<file path="config.mk">
export PLATFORM = sky130hd
export DESIGN_NAME = uart_rx_buffer
export DESIGN_NICKNAME = d
export VERILOG_FILES = /design/src/rtl/uart_rx_buffer.sv
export SDC_FILE = /design/constraint.sdc
export NUM_CORES = 1
export LEC_CHECK = 0
export ABC_CLOCK_PERIOD_IN_PS = 4900
export CAP_MARGIN = 20
export CORE_ASPECT_RATIO = 0.75
export CORE_MARGIN = 5
export CORE_UTILIZATION = 63
export DETAILED_ROUTE_END_ITERATION = 16
export PLACE_DENSITY = 0.94
export SYNTH_ARGS = -nofsm -noshare
export SYNTH_HDL_FRONTEND = slang
export SYNTH_SLANG_ARGS = --single-unit
</file>
<file path="constraint.sdc">
create_clock -name clk -period 4.9 [get_ports clk]
set_input_delay 0.49 -clock clk [delete_from_list [all_inputs] [get_ports clk]]
set_output_delay 0.49 -clock clk [all_outputs]
set_load 0.01 [all_outputs]
</file>
<file path="src/rtl/uart_rx_buffer.sv">
// UART receiver (LSB first, one stop bit) feeding a first-word fall-through receive FIFO.
// Define UART_RX_PARITY_EN to expect and check one even-parity bit after the data bits.
module uart_rx_buffer #(
    parameter int unsigned DATA_BIT   = 8,
    parameter int unsigned BAUD_RATE  = 115200,
    parameter int unsigned CLK_FREQ   = 100000000,
    parameter int unsigned ITEM_COUNT = 4
) (
    input  logic                            clk,
    input  logic                            rst_n,
    input  logic                            rx,
    input  logic                            rd_en,
    output logic [DATA_BIT-1:0]             rd_data,
    output logic                            rd_valid,
    output logic [$clog2(ITEM_COUNT+1)-1:0] count,
    output logic                            full,
    output logic                            overrun,
    output logic                            frame_err,
    output logic                            parity_err
);

    localparam int unsigned CLKS_PER_BIT = CLK_FREQ / BAUD_RATE;
    localparam int unsigned HALF_BIT     = CLKS_PER_BIT / 2;
    localparam int unsigned CNT_W        = (CLKS_PER_BIT > 1) ? $clog2(CLKS_PER_BIT) : 1;
    localparam int unsigned IDX_W        = (DATA_BIT > 1) ? $clog2(DATA_BIT) : 1;
    localparam int unsigned PTR_W        = $clog2(ITEM_COUNT);
    localparam int unsigned FILL_W       = $clog2(ITEM_COUNT + 1);
`ifdef UART_RX_PARITY_EN
    localparam bit PARITY_EN = 1'b1;
`else
    localparam bit PARITY_EN = 1'b0;
`endif

    typedef enum logic [2:0] {IDLE, START, DATA, PARITY, STOP, BREAK} stateT;

    stateT               state, stateNext;
    logic                rxMeta, rxSync;
    logic [CNT_W-1:0]    bitCnt;
    logic [IDX_W-1:0]    bitIdx;
    logic [DATA_BIT-1:0] shiftReg;
    logic                bitDone;
    logic                cntClear, sampleData, pushFrame, frameErrSet;
`ifdef UART_RX_PARITY_EN
    logic                sampleParity, parityErrSet, parityBit, parityOk;
`endif

    always_ff @(posedge clk or negedge rst_n) begin
        if (!rst_n) begin
            rxMeta <= 1'b1;
            rxSync <= 1'b1;
        end else begin
            rxMeta <= rx;
            rxSync <= rxMeta;
        end
    end

    assign bitDone = (bitCnt == CNT_W'(CLKS_PER_BIT - 1));

    always_ff @(posedge clk or negedge rst_n) begin
        if (!rst_n) begin
            state     <= IDLE;
            bitCnt    <= '0;
            bitIdx    <= '0;
            shiftReg  <= '0;
            frame_err <= 1'b0;
        end else begin
            state     <= stateNext;
            frame_err <= frameErrSet;
            if (cntClear)
                bitCnt <= '0;
            else if (state != IDLE && state != BREAK)
                bitCnt <= bitCnt + CNT_W'(1);
            if (state == START)
                bitIdx <= '0;
            else if (sampleData)
                bitIdx <= bitIdx + IDX_W'(1);
            if (sampleData)
                shiftReg <= {rxSync, shiftReg[DATA_BIT-1:1]};
        end
    end

    always_comb begin
        stateNext   = state;
        cntClear    = 1'b0;
        sampleData  = 1'b0;
        pushFrame   = 1'b0;
        frameErrSet = 1'b0;
`ifdef UART_RX_PARITY_EN
        sampleParity = 1'b0;
        parityErrSet = 1'b0;
`endif
        unique case (state)
            IDLE: begin
                if (!rxSync) begin
                    stateNext = START;
                    cntClear  = 1'b1;
                end
            end
            START: begin
                if (bitCnt == CNT_W'(HALF_BIT)) begin
                    cntClear  = 1'b1;
                    stateNext = rxSync ? IDLE : DATA;
                end
            end
            DATA: begin
                if (bitDone) begin
                    cntClear   = 1'b1;
                    sampleData = 1'b1;
                    if (bitIdx == IDX_W'(DATA_BIT - 1))
                        stateNext = PARITY_EN ? PARITY : STOP;
                end
            end
            PARITY: begin
                if (bitDone) begin
                    cntClear  = 1'b1;
                    stateNext = STOP;
`ifdef UART_RX_PARITY_EN
                    sampleParity = 1'b1;
`endif
                end
            end
            STOP: begin
                if (bitDone) begin
                    cntClear = 1'b1;
                    if (!rxSync) begin
                        frameErrSet = 1'b1;
                        stateNext   = BREAK;
                    end else begin
                        stateNext = IDLE;
`ifdef UART_RX_PARITY_EN
                        if (parityOk)
                            pushFrame = 1'b1;
                        else
                            parityErrSet = 1'b1;
`else
                        pushFrame = 1'b1;
`endif
                    end
                end
            end
            BREAK: begin
                if (rxSync)
                    stateNext = IDLE;
            end
            default: stateNext = IDLE;
        endcase
    end

`ifdef UART_RX_PARITY_EN
    // Even parity: data ones plus the parity bit must total an even number.
    assign parityOk = ((^shiftReg) == parityBit);

    always_ff @(posedge clk or negedge rst_n) begin
        if (!rst_n) begin
            parityBit  <= 1'b0;
            parity_err <= 1'b0;
        end else begin
            parity_err <= parityErrSet;
            if (sampleParity)
                parityBit <= rxSync;
        end
    end
`else
    assign parity_err = 1'b0;
`endif

    logic [DATA_BIT-1:0] mem [ITEM_COUNT];
    logic [PTR_W-1:0]    wrPtr, rdPtr;
    logic                doPush, doPop;

    // A pop on the same edge frees the slot, so a push into a full buffer still lands.
    assign doPop  = rd_en && rd_valid;
    assign doPush = pushFrame && (!full || doPop);

    always_ff @(posedge clk) begin
        if (doPush)
            mem[wrPtr] <= shiftReg;
    end

    always_ff @(posedge clk or negedge rst_n) begin
        if (!rst_n) begin
            wrPtr   <= '0;
            rdPtr   <= '0;
            count   <= '0;
            overrun <= 1'b0;
        end else begin
            if (doPush)
                wrPtr <= (wrPtr == PTR_W'(ITEM_COUNT - 1)) ? '0 : wrPtr + PTR_W'(1);
            if (doPop)
                rdPtr <= (rdPtr == PTR_W'(ITEM_COUNT - 1)) ? '0 : rdPtr + PTR_W'(1);
            if (doPush && !doPop)
                count <= count + FILL_W'(1);
            else if (doPop && !doPush)
                count <= count - FILL_W'(1);
            if (pushFrame && full && !doPop)
                overrun <= 1'b1;
            else if (doPop)
                overrun <= 1'b0;
        end
    end

    assign rd_data  = mem[rdPtr];
    assign rd_valid = (count != '0);
    assign full     = (count == FILL_W'(ITEM_COUNT));

endmodule

</file>
## Yosys cells after proc, flatten, opt, wreduce, memory -nomap -nowiden

Memory sizes are Yosys's and may differ from the RTL's.
Index checks and enable logic that the tools add are counted.

- RAM bits: 32
- Memories kept: 1
- Output and inout bits: 16
- Latch bits: 0
- Logic and storage cells: 89
- ROM bits: 0
- Flip-flop bits (word level): 35

- Reduce and logical (&&, ||, !) cells: 20
- Mux-type cells: 32
- Shift operators: 0
- Magnitude comparators: 0
- Bitwise operators: 0
- Equality and inequality tests: 19
- Divide/modulo/power cells: 0
- Multipliers: 0
- Add/sub/neg operators: 6

Memory list:

| memory | words | width | rd ports | clocked after Yosys merged registers in | write ports | line | text |
|---|---|---|---|---|---|---|---|
| mem | 4 | 8 | 1 | 0 | 1 | 167 | `logic [DATA_BIT-1:0] mem [ITEM_COUNT];` |

Operator list:

| kind | count |
|---|---|
| two-way mux 3 bit | 12 |
| two-way mux 10 bit | 2 |
| one-hot mux 3 bit (6 select lines) | 1 |
| two-way mux 1 bit | 13 |
| equality test 3 bit (second input constant) | 4 |
| != test 2 bit (second input constant) | 6 |
| adder 10 x 1 -> 10 bit (second input constant) | 1 |
| equality test 10 bit (second input constant) | 1 |
| equality test 10 x 9 -> 1 bit (second input constant) | 1 |
| nonzero test 2 bit | 4 |
| logical AND 1 bit | 7 |
| AND reduction 7 bit | 1 |
| adder 3 x 1 -> 3 bit (second input constant) | 2 |
| equality test 3 x 2 -> 1 bit (second input constant) | 2 |
| two-way mux 2 bit | 3 |
| nonzero test 3 bit | 2 |
| adder 2 x 1 -> 2 bit (second input constant) | 2 |
| equality test 2 bit (second input constant) | 2 |
| equality test 3 x 1 -> 1 bit (second input constant) | 1 |
| zero test 1 bit | 3 |
| zero test 3 bit | 1 |
| != test 3 bit (second input constant) | 1 |
| one-hot mux 1 bit (3 select lines) | 1 |
| OR reduction 3 bit | 1 |
| other kinds (3) | 3 |

## Longest topological paths before layout

Gate-level depths: netlist of the first run.

- Depth in word-level cells: 8
- Gate-level depth with buffers: 11
- Depth with buffers taken out: 10

## Least setup slack after synthesis of the first run

Ideal clock, no wire load.

- Path type: reg2reg
- Start point: register state[0]
- End point: register count[2]
- Cell stages (with the launch flop): 12
- Slack: 2.529 ns
- Setup time: 0.079 ns
- Period minus slack after synthesis: 2.371 ns
- Arrival time: 2.292 ns
- Path buffers: 2
- Cell sequence: dfrtp_1 > buf_4 > or3b_4 > nor2_2 > and4_1 > buf_6 > ha_1 > inv_1 > fa_1 > xor2_1 > nor2_1 > xor2_1

- Word-level cells in the longest chain between the ends: 6

Ends and longest elaborated chain:

| what | line | text |
|---|---|---|
| start: declaration | 36 | `stateT state, stateNext;` |
| start signal: assignment | 67 | `state <= stateNext;` |
| equality test 3 bit (*) | 92 | `unique case (state)` |
| two-way mux 1 bit (*) | 92 |  |
| logical AND 1 bit (*) | 173 | `assign doPush = pushFrame && (!full \|\| doPop);` |
| via doPush | 169 | `logic doPush, doPop;` |
| zero test 1 bit | 193 | `else if (doPop && !doPush)` |
| logical AND 1 bit | 193 |  |
| nonzero test 2 bit (no source line) | -- |  |
| end signal: assignment | 192 | `count <= count + FILL_W'(1);` |
| end signal: assignment | 194 | `count <= count - FILL_W'(1);` |
| end: declaration | 15 | `output logic [$clog2(ITEM_COUNT+1)-1:0] count,` |

Mark *: on every way through the listed nets, which the timed path passes. The rest lies on a longest branch.
A chain may end at the register's enable or synchronous reset.

## Worst setup path in the final report of the first run

- Start point: register state[1]
- End point: register count[2]

- Word-level cells in the longest chain between the ends: 6

Ends and longest elaborated chain:

| what | line |
|---|---|
| equality test 3 bit (*) | 92 |
| two-way mux 1 bit (*) | 92 |
| logical AND 1 bit (*) | 173 |
| zero test 1 bit | 193 |
| logical AND 1 bit | 193 |
| nonzero test 2 bit (no source line) | -- |

Every way passes the cells marked *; elsewhere a longest branch is shown, timed or not.

==> impl_metrics.tcl, run 1 <==
set metrics [dict create \
    drt_pass1_iterations 4 \
    status "completed" \
    coreArea_mm2 0.00479 \
    fmax_mhz 369 \
    cp-end-kind "register" \
    grt_max_degree 36 \
    io_pins 20 \
    synth_top_flop_cell "dfrtp_1" \
    power_density_mw_per_mm2 287 \
    cts_buffer_depth 2 \
    fin_cells 297 \
    ys_ff_latch 67 \
    final.min_clock_period_ns 2.71 \
    crit_path_start_kind "register" \
    cts_tree "done" \
    htreeDepth 3 \
    synthCells 210 \
    start_util_pct 63.9 \
    hold_viol 0 \
    slowest_delay_ns 0.55 \
    insertedDiodeCount 0 \
    cts_root_buffer "clkbuf_8" \
    dp_hpwl_mm 3.48 \
    vdd_drop_max_mv 0.254 \
    synthXorXnorAreaFrac_pct 4.05 \
    path_max_fanout 16 \
    drive_gt1_share_pct 19.4 \
    area_growth_pct 12.3 \
    cts-resized-gates 0 \
    post-route-period-util_pct 55.4 \
    synth_compound_area_share_pct 5.80 \
    final_nets 247 \
    grt_pass1_wl_mm 8.74 \
    cpMaxStageDelayCell "dfrtp_1" \
    hold_class "register to register" \
    dp_cells 281 \
    ant_nets 0 \
    synthAdderAreaFrac_pct 4.74 \
    cts-buffers-inserted 9 \
    critPathBufInv 1 \
    wl_per_cell_um 16.7 \
    path_clk_slew_ns 0.07 \
    path_cells "or3b_4 > nor2_2 > and4_1 > ha_1 > inv_1 > fa_1 > xor2_1 > nor2_1 > xor2_1" \
    worst_pin_slew_ns 0.693 \
    yosysSeqAreaShare_pct 60.1 \
    grt_util_all_layers_pct 17.7 \
    hold_ws_ns 0.354 \
    rsz0062_at_grt "no" \
    arrival_ns 2.97 \
    grt_overflow 0 \
    yosysWarnings 0 \
    r2r_setup_slack_ns 2.19 \
    globalplace.congestion 0.835 \
    slew_headroom_pct 53.7 \
    worst_ep_required_time_ns 5.16 \
    critical_path_class "register to register" \
    finalSetupViolCount 0 \
    fp.dieH_um 70.4 \
    via_per_inst 5.88 \
    rows 22 \
    drtIter0Drc 63 \
    synth-simple-area-share_pct 11.3 \
    power_leakage_nw 1.43 \
    syn_nets 225 \
    yosysUniqueCellTypes 54 \
    fin_skew_ns 0.00721 \
    portBuffers 18 \
    cap_violations 0 \
    async_flop_share_pct 52.2 \
    num_vias 1747 \
    clkLatencyLatePin_ns 0.34 \
    cpMostUsedCell "xor2_1" \
    cts.sinks 67 \
    antenna_found_initial 0 \
    postCtsHoldBufs 0 \
    dieArea_mm2 0.00637 \
    syn_area_per_cell_um2 14.6 \
    routed_wl_mm 4.95 \
    synthMuxAreaShare_pct 11.2 \
    cts_setup_buffers 0 \
    synth_top_family_by_area "simple AND/OR/NAND/NOR gates" \
    route.detailed.drc 0 \
    synth_edf_count 32 \
    first_global_vias 1774 \
    final-max-slew-violation-count 0 \
    dieWidth_um 90.5 \
    cp_top_family "simple AND/OR/NAND/NOR gates" \
    fin_setup_tns_ns 0 \
    syn_area_mm2 0.00306 \
]
-- stage by stage --
step                util [%]  instance area, um^2  power, mW  worst slack, ns
CTS                     71.8                 3440      0.996             2.17
finish                  71.8                 3440      0.985             2.19
floorplan                  -                 3060      0.600             2.53
global placement        68.2                 3270      0.608             2.34
detailed placement      68.2                 3270      0.609             2.18
global route            71.8                 3440       1.03             1.95
-- layout by cell type, fill, tap and decap left out, types with 4 or more instances in the layout --
cell type and n:
and2_1 6, clkbuf_8 10, clkdlybuf4s50_1 18, dfrtp_1 33, edfxtp_1 32, ha_1 10, inv_1 7, mux2_2 10
mux4_2 8, nand2_1 5, nor2_1 10, nor3_1 10, nor3b_1 4, o2111ai_1 4, o21ai_0 4, xor2_1 8
-- path summary, 6_finish.rpt --
check / startpoint / to / cells past startpoint
worst max-delay path: state[1] / count[2] / 9
worst min-delay path: rxMeta / rxSync / 0
worst max register to register: state[1] / count[2] / 9
worst min register to register: rxMeta / rxSync / 0
max in group asynchronous: rst_n / rxMeta / 2
min in group asynchronous: rst_n / bitCnt[0] / 2
-- logic make-up after synthesis --
kind of cell	Yosys count
other	1
AND/OR/NAND/NOR	58
buffers and inverters	15
adder cells (fa/ha/maj)	11
XOR/XNOR	12
AO/OA/AOI/OAI	24
multiplexers	22
flip-flops	67
-- cell usage after synthesis (all sizes together), types with 4 or more instances --
cell	instances	area share (%)
nor3	10	1.6
dfrtp	33	27
edfxtp	32	31
inv	7	0.86
o21ai	7	1.4
ha	10	4.1
and2	6	1.2
xor2	9	3.2
o2111ai	4	1.1
nor3b	4	0.98
mux4	8	5.9
buf	7	1.8
mux2	12	4.7
nor2	11	1.4
nand2	5	0.61
-- final cells by class --
class / instances / area [um^2]
sequential: 67 / 1840
fill: 310 / 1350
multi-input combinational: 128 / 1140
timing repair buffer: 19 / 188
clock buffer: 11 / 141
tap: 60 / 75.1
clock inverter: 5 / 30.0
inverter: 7 / 26.3
-- flip-flops by register name, summed over array words and instances, names as in the netlist --
name	count
frame_err	1
rxSync	1
bitCnt	10
bitIdx	3
shiftReg	8
overrun	1
wrPtr	2
mem	32
rxMeta	1
count	3
state	3
rdPtr	2
-- power by group --
part | total (mW) | internal, mW | switching (mW)
Combinational | 0.00922 | 0.00300 | 0.00622
Clock | 0.388 | 0.194 | 0.194
Sequential | 0.588 | 0.587 | 0.000961
Total | 0.985 | 0.784 | 0.201
-- layer usage --
layer,up-vias,global-route usage [%],wire (um)
met1,881,22.2,2140
met5,-,0,0
li1,829,-,-
met4,0,3.47,0
met2,37,28.6,2580
met3,0,7.86,233
(Power assumes the default switching activity.)
==> run 2, diff against run 1 <==
==> config.mk (replaced) <==
export PLATFORM = sky130hd
export DESIGN_NAME = uart_rx_buffer
export DESIGN_NICKNAME = d
export VERILOG_FILES = /design/src/rtl/uart_rx_buffer.sv
export SDC_FILE = /design/constraint.sdc
export NUM_CORES = 1
export LEC_CHECK = 0
export ABC_CLOCK_PERIOD_IN_PS = 2460
export CAP_MARGIN = 20
export CORE_ASPECT_RATIO = 0.75
export CORE_MARGIN = 5
export CORE_UTILIZATION = 53
export DETAILED_ROUTE_END_ITERATION = 16
export PLACE_DENSITY = 0.86
export SYNTH_ARGS = -nofsm -noshare
export SYNTH_HDL_FRONTEND = slang
export SYNTH_SLANG_ARGS = --single-unit
==> constraint.sdc (replaced) <==
create_clock -name clk -period 2.46 [get_ports clk]
set_input_delay 0.246 -clock clk [delete_from_list [all_inputs] [get_ports clk]]
set_output_delay 0.246 -clock clk [all_outputs]
set_load 0.01 [all_outputs]
==> run 2 against run 1 <==
Compared with the run above:
- sequential share of layout area decreased by 1.7 points
- clock skew rose by 0.0024 ns
- critical path depth stayed put
- power rose by 110%
- critical path type unchanged
==> impl_metrics.tcl, run 2 (synthesized netlist as in run 1, its figures left out) <==
set metrics [dict create \
    status "completed" \
    hold_class "input pin to async pin" \
    wl_met1_mm 2.21 \
    wl_met2_mm 2.70 \
    grt_max_degree 36 \
    area_growth_pct 15.9 \
    rsz0062_at_grt "no" \
    cap_violations 0 \
    top_register "mem" \
    rows 24 \
    drtIter0Drc 88 \
    antenna_found_initial 0 \
    vdd_drop_max_mv 0.436 \
    htreeDepth 3 \
    post-route-period-util_pct 94.0 \
    fp.dieH_um 75.8 \
    fmax_mhz 433 \
    cts_tree "done" \
    dp_hpwl_mm 3.50 \
    cp-startpoint "bitCnt[3]" \
    dieWidth_um 97.8 \
    power_density_mw_per_mm2 583 \
    grt_overflow 0 \
    final.min_clock_period_ns 2.31 \
    routed.top_layer "met4" \
    start_util_pct 53.7 \
    coreArea_mm2 0.00571 \
    r2r-start "bitCnt[3]" \
    drive_gt1_share_pct 22.0 \
    io_pins 20 \
    first_global_vias 1794 \
    regArea_mm2 0.00184 \
    routed_wl_mm 5.19 \
    final-max-slew-violation-count 0 \
    cts.sinks 67 \
    largest_reg_flops 32 \
    power_leakage_nw 1.49 \
    via_per_inst 5.49 \
    cts-buffers-inserted 9 \
    fin_skew_ns 0.00957 \
    grt_pass1_wl_mm 8.80 \
    dpl_cell_area_mm2 0.00336 \
    portBuffers 18 \
    mostFrequentLayoutCells "dfrtp_1 (33), edfxtp_1 (32), clkdlybuf4s50_1 (18)" \
    finalSetupViolCount 0 \
    worstReg2RegEnd "count[2]" \
    worst_pin_slew_ns 0.584 \
    fin_setup_tns_ns 0 \
    postCtsHoldBufs 0 \
    insertedDiodeCount 0 \
    fill_cells 425 \
    reg2reg_depth 9 \
    critical_path_class "register to register" \
    final_common_cell "dfrtp_1" \
    reg_top3 "mem x32, bitCnt x10, shiftReg x8" \
    slew_headroom_pct 61.0 \
    clkLatencyLatePin_ns 0.33 \
    r2r_setup_slack_ns 0.15 \
    arrival_ns 2.57 \
    dieArea_mm2 0.00741 \
    cts_root_buffer "clkbuf_8" \
    final_nets 256 \
    wl_per_cell_um 16.0 \
    path_max_fanout 7 \
    path_clk_slew_ns 0.07 \
    hold_viol 0 \
    crit_path_start_kind "register" \
    route.detailed.drc 0 \
    cp-end-kind "register" \
    wl_met3_um 239 \
    globalplace.congestion 0.917 \
    num_vias 1780 \
    multi_input_area_mm2 0.00114 \
    worst_ep_required_time_ns 2.72 \
    drt_pass1_iterations 4 \
    fin_area_mm2 0.00355 \
    grt_util_all_layers_pct 15.6 \
    cts_setup_buffers 0 \
    ant_nets 0 \
    cts-resized-gates 0 \
    cts_buffer_depth 2 \
]
run 2: cell count changes in the layout (fill, tap and decap cells not counted):
cell	previous run	this run
clkinvlp_4	2	0
inv_6	0	1
clkinv_4	0	2
buf_4	1	10
clkinv_1	0	1
clkbuf_8	10	9
clkinv_2	3	1
bufinv_16	0	1
run 2: through the flow:
stage | utilization, % | std cells | setup WS (ns) | total power [mW] | hold slack, ns
finish | 62.2 | 324 | 0.148 | 2.07 | 0.315
global placement | 58.8 | 308 | 0.230 | 1.21 | 0.346
detailed placement | 58.8 | 308 | 0.134 | 1.21 | 0.348
floorplan | - | 210 | 0.0887 | 1.20 | -0.0496
global route | 62.2 | 324 | 0.0206 | 2.15 | 0.283
CTS | 62.2 | 324 | 0.144 | 2.09 | 0.297
run 2: how the worst max path moves through the flow:
stage	end	slack (ns)	cells after the start
floorplan	count[2]	0.09	11
global route	count[2]	0.02	9
detailed placement	count[2]	0.13	9
finish	count[2]	0.15	9
global placement	count[2]	0.23	9
CTS	count[2]	0.14	9
run 2: critical path, cell delays in order, from the launching register on:
cell	delay [ns]
dfrtp_1	0.45
or3b_4	0.43
nor2_2	0.11
and4_1	0.22
ha_1	0.19
inv_1	0.06
fa_1	0.37
xor2_1	0.15
nor2_1	0.12
xor2_1	0.15
run 2: report_power, final:
group / switching (mW) / total (mW) / internal, mW
Sequential: 0.00197 / 1.17 / 1.17
Clock: 0.411 / 0.881 / 0.470
Combinational: 0.0127 / 0.0187 / 0.00598
Total: 0.425 / 2.07 / 1.64
run 2: routing by layer:
metal | GRT usage, % | vias to the layer above
met5 | 0 | -
met2 | 27.6 | 41
met3 | 5.22 | 2
met4 | 5.22 | 0
li1 | - | 846
met1 | 18.5 | 891
run 2: final cells by class:
class / count / share of cell area, %
inverters: 7 / 0.740
flip-flops and latches: 67 / 51.8
repair buffers: 28 / 7.19
clock inverters: 6 / 1.83
well taps: 78 / 2.75
multi-input cells: 128 / 32.1
clock buffers: 10 / 3.60
==> run 3, diff against run 2 <==
--- a/config.mk
+++ b/config.mk
@@ -9,9 +9,11 @@
 export CAP_MARGIN = 20
 export CORE_ASPECT_RATIO = 0.75
 export CORE_MARGIN = 5
-export CORE_UTILIZATION = 53
+export CORE_UTILIZATION = 55
+export CTS_BUF_LIST = sky130_fd_sc_hd__clkbuf_4 sky130_fd_sc_hd__clkbuf_8
+export CTS_CLUSTER_DIAMETER = 200
 export DETAILED_ROUTE_END_ITERATION = 16
-export PLACE_DENSITY = 0.86
+export PLACE_DENSITY = 0.88
 export SYNTH_ARGS = -nofsm -noshare
 export SYNTH_HDL_FRONTEND = slang
 export SYNTH_SLANG_ARGS = --single-unit
==> run 3 against run 2 <==
Compared with the run above:
- utilization is 3.8 points higher
- critical path depth stayed put
- maximum frequency is 1.7% lower
- first-iteration DRC count is 22% lower
==> impl_metrics.tcl, run 3 (synthesized netlist as in run 1, its figures left out) <==
set metrics [dict create \
    status "completed" \
    routed_wl_mm 5.44 \
    coreArea_mm2 0.00538 \
    fmax_mhz 425 \
    hold_viol 0 \
    hold_class "input pin to register" \
    ant_nets 0 \
    grt_overflow 0 \
    cap_violations 0 \
    portBuffers 18 \
    io_pins 20 \
    cp-end-kind "register" \
    globalplace.congestion 0.858 \
    final_nets 257 \
    mostFrequentLayoutCells "edfxtp_1 (32), dfrtp_1 (31), clkdlybuf4s50_1 (18)" \
    final_common_cell "edfxtp_1" \
    final-max-slew-violation-count 0 \
    slowest_delay_ns 0.46 \
    path_clk_slew_ns 0.08 \
    antenna_found_initial 0 \
    top_register "mem" \
    path_max_fanout 7 \
    cp_top_family "simple AND/OR/NAND/NOR gates" \
    postCtsHoldBufs 0 \
    grt_pass1_wl_mm 8.87 \
    grt_util_all_layers_pct 17.2 \
    dieArea_mm2 0.00717 \
    fin_area_mm2 0.00355 \
    path_cells "or3b_4 > nor2_4 > and4_4 > ha_2 > inv_1 > fa_1 > xor2_1 > nor2_1 > xor2_1" \
    insertedDiodeCount 0 \
    wl_per_cell_um 16.9 \
    post-route-period-util_pct 95.6 \
    htreeDepth 3 \
    cts_buffer_depth 2 \
    num_vias 1812 \
    slew_headroom_pct 66.8 \
    cpMaxStageDelayCell "dfrtp_2" \
    finalSetupViolCount 0 \
    rows 23 \
    rsz0062_at_grt "yes" \
    cts_tree "done" \
    dieWidth_um 96.2 \
    start_util_pct 56.9 \
    worst_ep_required_time_ns 2.73 \
    critical_path_class "register to register" \
    via_per_inst 5.63 \
    arrival_ns 2.63 \
    drt_pass1_iterations 4 \
    cts_root_buffer "clkbuf_8" \
    drtIter0Drc 69 \
    first_global_vias 1792 \
    cts.sinks 67 \
    fp.dieH_um 74.6 \
    area_growth_pct 16.0 \
    worst_pin_slew_ns 0.491 \
    reg_top3 "mem x32, bitCnt x10, shiftReg x8" \
    dp_hpwl_mm 3.72 \
    power_density_mw_per_mm2 566 \
    power_leakage_nw 1.48 \
    final.min_clock_period_ns 2.35 \
    route.detailed.drc 0 \
    setup_slack_ns 0.108 \
    r2r_setup_slack_ns 0.11 \
    crit_path_start_kind "register" \
    vdd_drop_max_mv 0.415 \
    largest_reg_flops 32 \
    cpMostUsedCell "xor2_1" \
    dp_slack_ns 0.0837 \
    postLayoutCoreUtil_pct 66.0 \
    grt_max_degree 36 \
    fin_skew_ns 0.0107 \
    drive_gt1_share_pct 25.1 \
    clkLatencyLatePin_ns 0.35 \
    critPathBufInv 1 \
    dpl_cell_area_mm2 0.00335 \
    cts-buffers-inserted 9 \
]
[run 3: what timing repair did]
action	4_1_cts	5_1_grt
gates resized for setup	0	6
buffers inserted	0	1
setup endpoints to repair	0	3
[run 3: layout make-up]
| type | count | area [um^2] |
|---|---|---|
| repair buffers | 29 | 263 |
| inverters | 7 | 26.3 |
| well taps | 75 | 93.8 |
| fillers | 395 | 1830 |
| clock inverters | 7 | 52.6 |
| flip-flops and latches | 67 | 1840 |
| clock buffers | 9 | 124 |
| multi-input cells | 128 | 1150 |
[run 3: final timing paths]
check / cells past startpoint / end / start
max in group asynchronous: 2 / rdPtr[0] / rst_n
worst max register to register: 9 / count[2] / bitCnt[3]
worst min-delay path: 1 / rxMeta / rx
min in group asynchronous: 2 / shiftReg[1] / rst_n
worst min register to register: 0 / rxSync / rxMeta
worst max-delay path: 9 / count[2] / bitCnt[3]
[run 3: through the flow]
step / instances / power, mW / TNS (ns) / hold slack, ns
floorplan: 210 / 1.20 / 0 / -0.0496
global placement: 305 / 1.21 / 0 / 0.346
detailed placement: 305 / 1.21 / 0 / 0.351
CTS: 321 / 2.03 / 0 / 0.287
global route: 322 / 2.08 / -0.0222 / 0.280
finish: 322 / 2.01 / 0 / 0.303
[run 3: power by group]
group	switching (mW)	internal, mW
Sequential	0.00238	1.17
Clock	0.449	0.372
Combinational	0.0129	0.00599
[run 3: routing by layer]
layer / vias up / GRT usage, % / part of all wire, %
met2: 47 / 29.3 / 51
met1: 909 / 20.5 / 43
li1: 852 / - / -
met3: 4 / 6.69 / 4.9
met4: 0 / 5.05 / 0.83
met5: - / 0 / 0
